[config.mk]
export PLATFORM = sky130hd
export DESIGN_NAME = vram_wr_queue
export DESIGN_NICKNAME = d
export VERILOG_FILES = /design/src/rtl/vram_wr_queue.sv
export SDC_FILE = /design/constraint.sdc
export NUM_CORES = 1
export LEC_CHECK = 0
export BUFFER_PORTS_ARGS = -buffer_cell sky130_fd_sc_hd__buf_4
export CAP_MARGIN = 20
export CORE_ASPECT_RATIO = 0.8
export CORE_MARGIN = 4
export CORE_UTILIZATION = 41
export CTS_CLUSTER_SIZE = 12
export DETAILED_ROUTE_END_ITERATION = 8
export PLACE_DENSITY = 0.63
export SETUP_SLACK_MARGIN = 0.3
export SYNTH_ARGS = -nofsm -noshare
export SYNTH_HDL_FRONTEND = slang
export SYNTH_SLANG_ARGS = --single-unit
export TNS_END_PERCENT = 10
[constraint.sdc]
create_clock -name clk -period 8.01 [get_ports clk]
set_input_delay 1.602 -clock clk [delete_from_list [all_inputs] [get_ports clk]]
set_output_delay 1.602 -clock clk [all_outputs]
set_load 0.01 [all_outputs]
[src/rtl/vram_wr_queue.sv]
// vram_wr_queue: write buffer between the rasteriser VRAM port and an acking VRAM.
// Requests are queued in a DEPTH-entry FIFO and issued downstream one at a time,
// with each one held stable until vram_ack_i.
// Optional build macro VRAM_WR_MERGE_EN: a write to the same address as the
// queued tail write is folded into that entry instead of taking a new slot.
module vram_wr_queue #(
    parameter int ADDR_WIDTH = 16,
    parameter int DATA_WIDTH = 16,
    parameter int MASK_WIDTH = 4,
    parameter int DEPTH      = 8
) (
    input  logic                         clk,
    input  logic                         reset_ni,
    input  logic                         up_sel_i,
    input  logic                         up_wr_i,
    input  logic [MASK_WIDTH-1:0]        up_mask_i,
    input  logic [ADDR_WIDTH-1:0]        up_addr_i,
    input  logic [DATA_WIDTH-1:0]        up_data_i,
    output logic                         up_ready_o,
    output logic                         vram_sel_o,
    output logic                         vram_wr_o,
    output logic [MASK_WIDTH-1:0]        vram_mask_o,
    output logic [ADDR_WIDTH-1:0]        vram_addr_o,
    output logic [DATA_WIDTH-1:0]        vram_data_out_o,
    input  logic                         vram_ack_i,
    output logic [$clog2(DEPTH+1)-1:0]   level_o,
    output logic                         empty_o
);
    localparam int LANE_W = DATA_WIDTH / MASK_WIDTH;
    localparam int PW     = $clog2(DEPTH);
    localparam int CW     = $clog2(DEPTH + 1);
    localparam logic [CW-1:0] FULL = CW'(DEPTH);

    typedef struct packed {
        logic                  wr;
        logic [MASK_WIDTH-1:0] mask;
        logic [ADDR_WIDTH-1:0] addr;
        logic [DATA_WIDTH-1:0] data;
    } req_t;

    typedef enum logic {IDLE, REQ} state_t;

    req_t          mem [DEPTH];
    logic [PW-1:0] wptr, rptr;
    logic [CW-1:0] count;
    state_t        state;
    req_t          up_req, head;
    logic          push, pop, merge_hit;

    assign up_req = '{up_wr_i, up_mask_i, up_addr_i, up_data_i};
    assign head   = mem[rptr];

    // The FSM takes the head whenever it is idle, or when the current request is acked.
    assign pop = (count != '0) && ((state == IDLE) || vram_ack_i);

`ifdef VRAM_WR_MERGE_EN
    logic [PW-1:0] tail_ptr;
    req_t          tail, merged;

    assign tail_ptr = wptr - PW'(1);
    assign tail     = mem[tail_ptr];

    // With a single entry queued the tail is also the head; never merge into
    // an entry that is leaving the FIFO on this edge.
    assign merge_hit = up_sel_i && up_wr_i && (count != '0)
                     && !(pop && (count == CW'(1)))
                     && tail.wr && (tail.addr == up_addr_i);

    // Lane-wise overlay of the new write onto the tail entry.
    always_comb begin
        merged      = tail;
        merged.mask = tail.mask | up_mask_i;
        for (int i = 0; i < MASK_WIDTH; i++)
            if (up_mask_i[i])
                merged.data[i*LANE_W +: LANE_W] = up_data_i[i*LANE_W +: LANE_W];
    end

    assign up_ready_o = (count < FULL) || merge_hit;
`else
    assign merge_hit  = 1'b0;
    assign up_ready_o = (count < FULL);
`endif

    assign push    = up_sel_i && up_ready_o && !merge_hit;
    assign level_o = count;
    assign empty_o = (count == '0) && !vram_sel_o;

    // Entry storage: push appends at wptr; a merge rewrites the tail in place.
    always_ff @(posedge clk) begin
        if (push)
            mem[wptr] <= up_req;
`ifdef VRAM_WR_MERGE_EN
        else if (merge_hit)
            mem[tail_ptr] <= merged;
`endif
    end

    // Pointers wrap naturally (DEPTH is a power of two); count never over/underflows.
    always_ff @(posedge clk or negedge reset_ni) begin
        if (!reset_ni) begin
            wptr  <= '0;
            rptr  <= '0;
            count <= '0;
        end else begin
            if (push) wptr <= wptr + PW'(1);
            if (pop)  rptr <= rptr + PW'(1);
            count <= count + CW'(push) - CW'(pop);
        end
    end

    // Issue FSM: output registers hold a request until acked; reset drops it outright.
    always_ff @(posedge clk or negedge reset_ni) begin
        if (!reset_ni) begin
            state           <= IDLE;
            vram_sel_o      <= 1'b0;
            vram_wr_o       <= 1'b0;
            vram_mask_o     <= '0;
            vram_addr_o     <= '0;
            vram_data_out_o <= '0;
        end else begin
            case (state)
                IDLE: begin
                    if (count != '0) begin
                        vram_sel_o      <= 1'b1;
                        vram_wr_o       <= head.wr;
                        vram_mask_o     <= head.mask;
                        vram_addr_o     <= head.addr;
                        vram_data_out_o <= head.data;
                        state           <= REQ;
                    end
                end
                REQ: begin
                    if (vram_ack_i) begin
                        if (count != '0) begin
                            vram_wr_o       <= head.wr;
                            vram_mask_o     <= head.mask;
                            vram_addr_o     <= head.addr;
                            vram_data_out_o <= head.data;
                        end else begin
                            vram_sel_o <= 1'b0;
                            state      <= IDLE;
                        end
                    end
                end
                default: state <= IDLE;
            endcase
        end
    end
endmodule

; Word-level counts from Yosys, hierarchy flattened
; Memories as Yosys holds them, arrays and structs flattened.
; Index checks and enable logic that the tools add are counted.
[word_totals]
regBits = 49
ram_bits = 296
input_bits = 41
word_cells = 48
memories = 1
[mem_list]
columns = memory, words, word_bits, rd, rd_ports_with_merged_regs, write_ports, line
row1 = mem, 8, 37, 1, 0, 1, 43  ; req_t mem [DEPTH];
[op_classes]
add_sub_neg = 4
n_lt_le_gt_ge = 1
n_eq_ne = 3
mux = 21
bitwise_logic = 1
reduce_logical = 8
[op_table]
columns = operator, n
row1 = two-way mux 16 bit, 4
row2 = one-hot mux 16 bit (2 select lines), 2
row3 = two-way mux 1 bit, 9
row4 = two-way mux 4 bit, 2
row5 = one-hot mux 4 bit (2 select lines), 1
row6 = adder 3 x 1 -> 3 bit (second input constant), 2
row7 = one-hot mux 1 bit (2 select lines), 3
row8 = adder 4 x 1 -> 4 bit, 1
row9 = zero test 4 bit, 1
row10 = less-than comparator 4 bit (second input constant), 1
row11 = inequality test 2 bit (second input constant), 2
row12 = nonzero test 4 bit, 1
row13 = subtractor 4 x 1 -> 4 bit, 1
row14 = logical AND 1 bit, 3
row15 = AND reduction 3 bit, 1
row16 = inequality test 2 x 1 -> 1 bit (second input constant), 1
row17 = zero test 1 bit, 1
row18 = logical OR 1 bit, 1
row19 = NOT 1 bit, 1

; Longest topological paths before layout
[logic_depth]
depth_word = 4
mapped_depth = 11
depth_no_buf = 11

; Worst setup path before layout
; OpenSTA, ideal clock, no wires.
[synth_timing]
path_kind = in2reg
from = input port up_sel_i
to = memory mem[0][0] (netlist bit), enable pin
t_arrival_ps = 4627
setup_slack_ps = 2906
cell_stages = 3
n_path_buf = 0
path_cell_list = nor2b_1 -> nand2b_1 -> nor3_1
[synth_via]
elab_chain_len = 3
[synth_rtl]
columns = item, line
row1 = start: declaration, 14  ; input logic up_sel_i,
row2 = logical AND 1 bit, 84  ; assign push = up_sel_i && up_ready_o && !merge_hit;
row3 = two-way mux 1 bit, 90  ; if (push)
row4 = two-way mux 1 bit (not written as such), 91  ; mem[wptr] <= up_req;
row5 = end: declaration, 43
; No other way between the ends.

; Worst setup path after layout
[layout_timing]
from = input port up_sel_i
to = memory mem[3][5] (netlist bit), enable pin
; The elaborated chain is that of the path after synthesis.

==> results.ini <==
[outcome]
status = completed

[layout]
num-nets-final = 883
final_cell_mix = 296 x edfxtp_1, 102 x buf_4, 76 x mux2_2
syn2layout_area_growth_pct = 15.18
n_antenna_cell = 0
drive_gt1_share_pct = 30.50
final_cells = 1286
final_common_cell = edfxtp_1

[grt]
overflow = 0
grt_pass1_vias = 7129
grtUsageTotal_pct = 15.82
grt_pass1_wl_um = 43750
grt_max_degree = 70
antenna_found_initial = 0

[floorplanning]
fp.dieW_um = 211.4
dieArea_mm2 = 0.03609
start_util_pct = 41.69
core_area_mm2 = 0.03256
die_y_um = 170.7
ios = 85
rows = 59

[synthesis]
synth-edff-count = 296
synth_compound_area_share_pct = 8.703
ys_warn_count = 0
ys_types = 33
synthArstFlopShare_pct = 14.20
synthCells = 738
ys_ff_latch = 345
ys.flop_type = edfxtp_1
syn-num-nets = 787
synthMuxAreaShare_pct = 11.76
netlist.area_leader.share_pct = 65.49
synth_fa_ha_area_share_pct = 0.7928
syn_area_per_cell_um2 = 18.39
synth_xor_area_share_pct = 0.3872
synth_top_cell_by_area = edfxtp_1
synth_top_family_by_area = multiplexers
ys_seq_area_share_pct = 74.53
netlist_area_mm2 = 0.01357
ys_top_cells_by_area = edfxtp_1 65%, dfrtp_1 9.0%, mux2_2 6.3%
synth_simple_gate_area_share_pct = 0.9864

[setup_path]
worstPathMaxFanout = 23
crit_path_end_kind = flip-flop
worstSetupStartpointType = input port
worst-path-buf-inv = 2
criticalPathCategory = input port to flip-flop
critPathLaunch = up_sel_i
path_cells = buf_4 -> nor2b_1 -> nand2_1 -> nor2_4 -> buf_4
r2r-start = level_o[3]$_DFF_PN0_
cp_top_family = simple AND/OR/NAND/NOR gates
slowest_delay_ps = 520
crit_path_frequent_cell = buf_4
worstPathRequired_ps = 8170
cp.arrival_ps = 3470
slowest_stage = nor2_4

[timing]
setup_viol = 0
rsz0062_at_grt = false
tightest_slew_ps = 1129
fin_tns_setup_ps = 0
hold_viol = 0
timing.final.crit_share_pct = 41.36
fin_skew_ps = 19.37
period_minus_slack_ps = 3313
layout_setup_ws_ps = 4697
fmax_ghz = 0.3018
max_slew_margin_pct = 24.72
maxSlewViolCount = 0

[route]
num_vias = 6964
drc = 0
wirelength_um = 28680
drt-vias-per-instance = 5.415
first_pass_iters = 4
wl_per_cell_um = 22.30
detail_route.iter0.violations = 431
detail-route-antenna-nets = 0

[clock_tree]
clkLatencyLatePin_ps = 510
cts_hold_buf = 0
cts_resized = 0
root_buffer = clkbuf_16
cts_sinks = 345
post_cts_buffers = 0
cts_tree = built
cts_buffers = 35
clk_pin_slew_ps = 60
cts_max_path_buffers = 3
cts_max_level = 2

[pwr]
ir_worst_vdd_uv = 189.9
total_power_mw = 5.536
power_density_mw_per_mm2 = 354.1
p_leak_nw = 5.521

[worst_hold_path]
worstHoldStart = state$_DFF_PN0_
hp-class = flip-flop to flip-flop

[place]
dp_hpwl_um = 15590
port_buffers = 84
dp.cells = 1224
preCtsSetupSlack_ps = 4165
gp_routability_congestion = 0.6844

[job]
max_cap_viol_count = 0

worst reg2reg max path: cells and delay by family (launching register included):
family	cells	cell delay (ps)
fa+ha+maj	4	940
xor+xnor	1	130
buf+inv	5	750
simple gates	2	420
flops	1	390
metal layers:
layer	share of wire, %	wire length (µm)	vias to the layer above	global-route usage (%)
met4	1.3	363	0	3.331
met5	0	0	-	0
met2	46	13320	178	25.00
met1	47	13390	3623	22.96
li1	-	-	3130	-
met3	5.6	1599	33	3.355
cell usage after synthesis, types with 2 or more instances:
master	count
xnor2_1	3
nand2b_1	5
mux2i_1	74
xor2_1	3
buf_6	10
nor3_1	2
ha_1	7
o22ai_1	37
buf_12	6
buf_2	7
o31ai_2	27
dfrtp_1	49
edfxtp_1	296
buf_1	2
nor2b_1	4
nor2_1	7
clkbuf_1	15
o21ai_0	36
mux2_2	76
a22o_1	37
inv_1	9
a21oi_1	2
buf_4	2
o31ai_1	10
nand2_1	4
state kept, by name (all words and copies together) (netlist names):
name	count
wptr	3
rptr	3
vram_data_out_o	16
vram_addr_o	16
state	1
vram_sel_o	1
mem	296
vram_mask_o	4
level_o	4
vram_wr_o	1
report_power, final:
group | internal, mW | total, mW | switching, mW
clock | 0.846 | 1.48 | 0.631
combinational | 0.741 | 1.64 | 0.897
sequential | 2.24 | 2.42 | 0.180
final cells by class:
class | count | area, µm²
fillers | 2734 | 16920
multi-input cells | 341 | 3158
clock buffers | 58 | 992.2
well taps | 427 | 534.3
clock inverters | 4 | 30.03
repair buffers | 102 | 765.7
flip-flops and latches | 345 | 10120
inverters | 9 | 33.78
through the flow:
step           utilization, %  hold WS [ps]  cell area, µm²
2_1_floorplan               -         411.2           13570
3_3_place_gp            44.88         440.1           14610
3_5_place_dp            44.88         444.0           14610
4_1_cts                 48.02         452.5           15630
5_1_grt                 48.02         475.8           15630
6_report                48.02         448.7           15630
cell families (layout without fill, tap and decap cells):
family | after synthesis | after routing
XOR/XNOR | 6 | 6
flip-flops | 345 | 345
AND/OR/NAND/NOR | 25 | 25
AO/OA/AOI/OAI | 152 | 152
adder cells (fa/ha/maj) | 8 | 8
buffers and inverters | 52 | 173
multiplexers | 150 | 150
final timing paths:
| kind | to | slack [ps] | depth (start not counted) |
|---|---|---|---|
| min reg2reg | vram_sel_o$_DFFE_PN0P_ | 450 | 1 |
| min in group asynchronous | vram_addr_o[8]$_DFFE_PN0P_ | 1180 | 1 |
| min | vram_sel_o$_DFFE_PN0P_ | 450 | 1 |
| max reg2reg | level_o[2]$_DFF_PN0_ | 5270 | 12 |
| max in group asynchronous | rptr[0]$_DFFE_PN0P_ | 6230 | 1 |
| max | mem[3][5]$_DFFE_PP_ | 4700 | 5 |
Power figures use the tool's default switching activity.
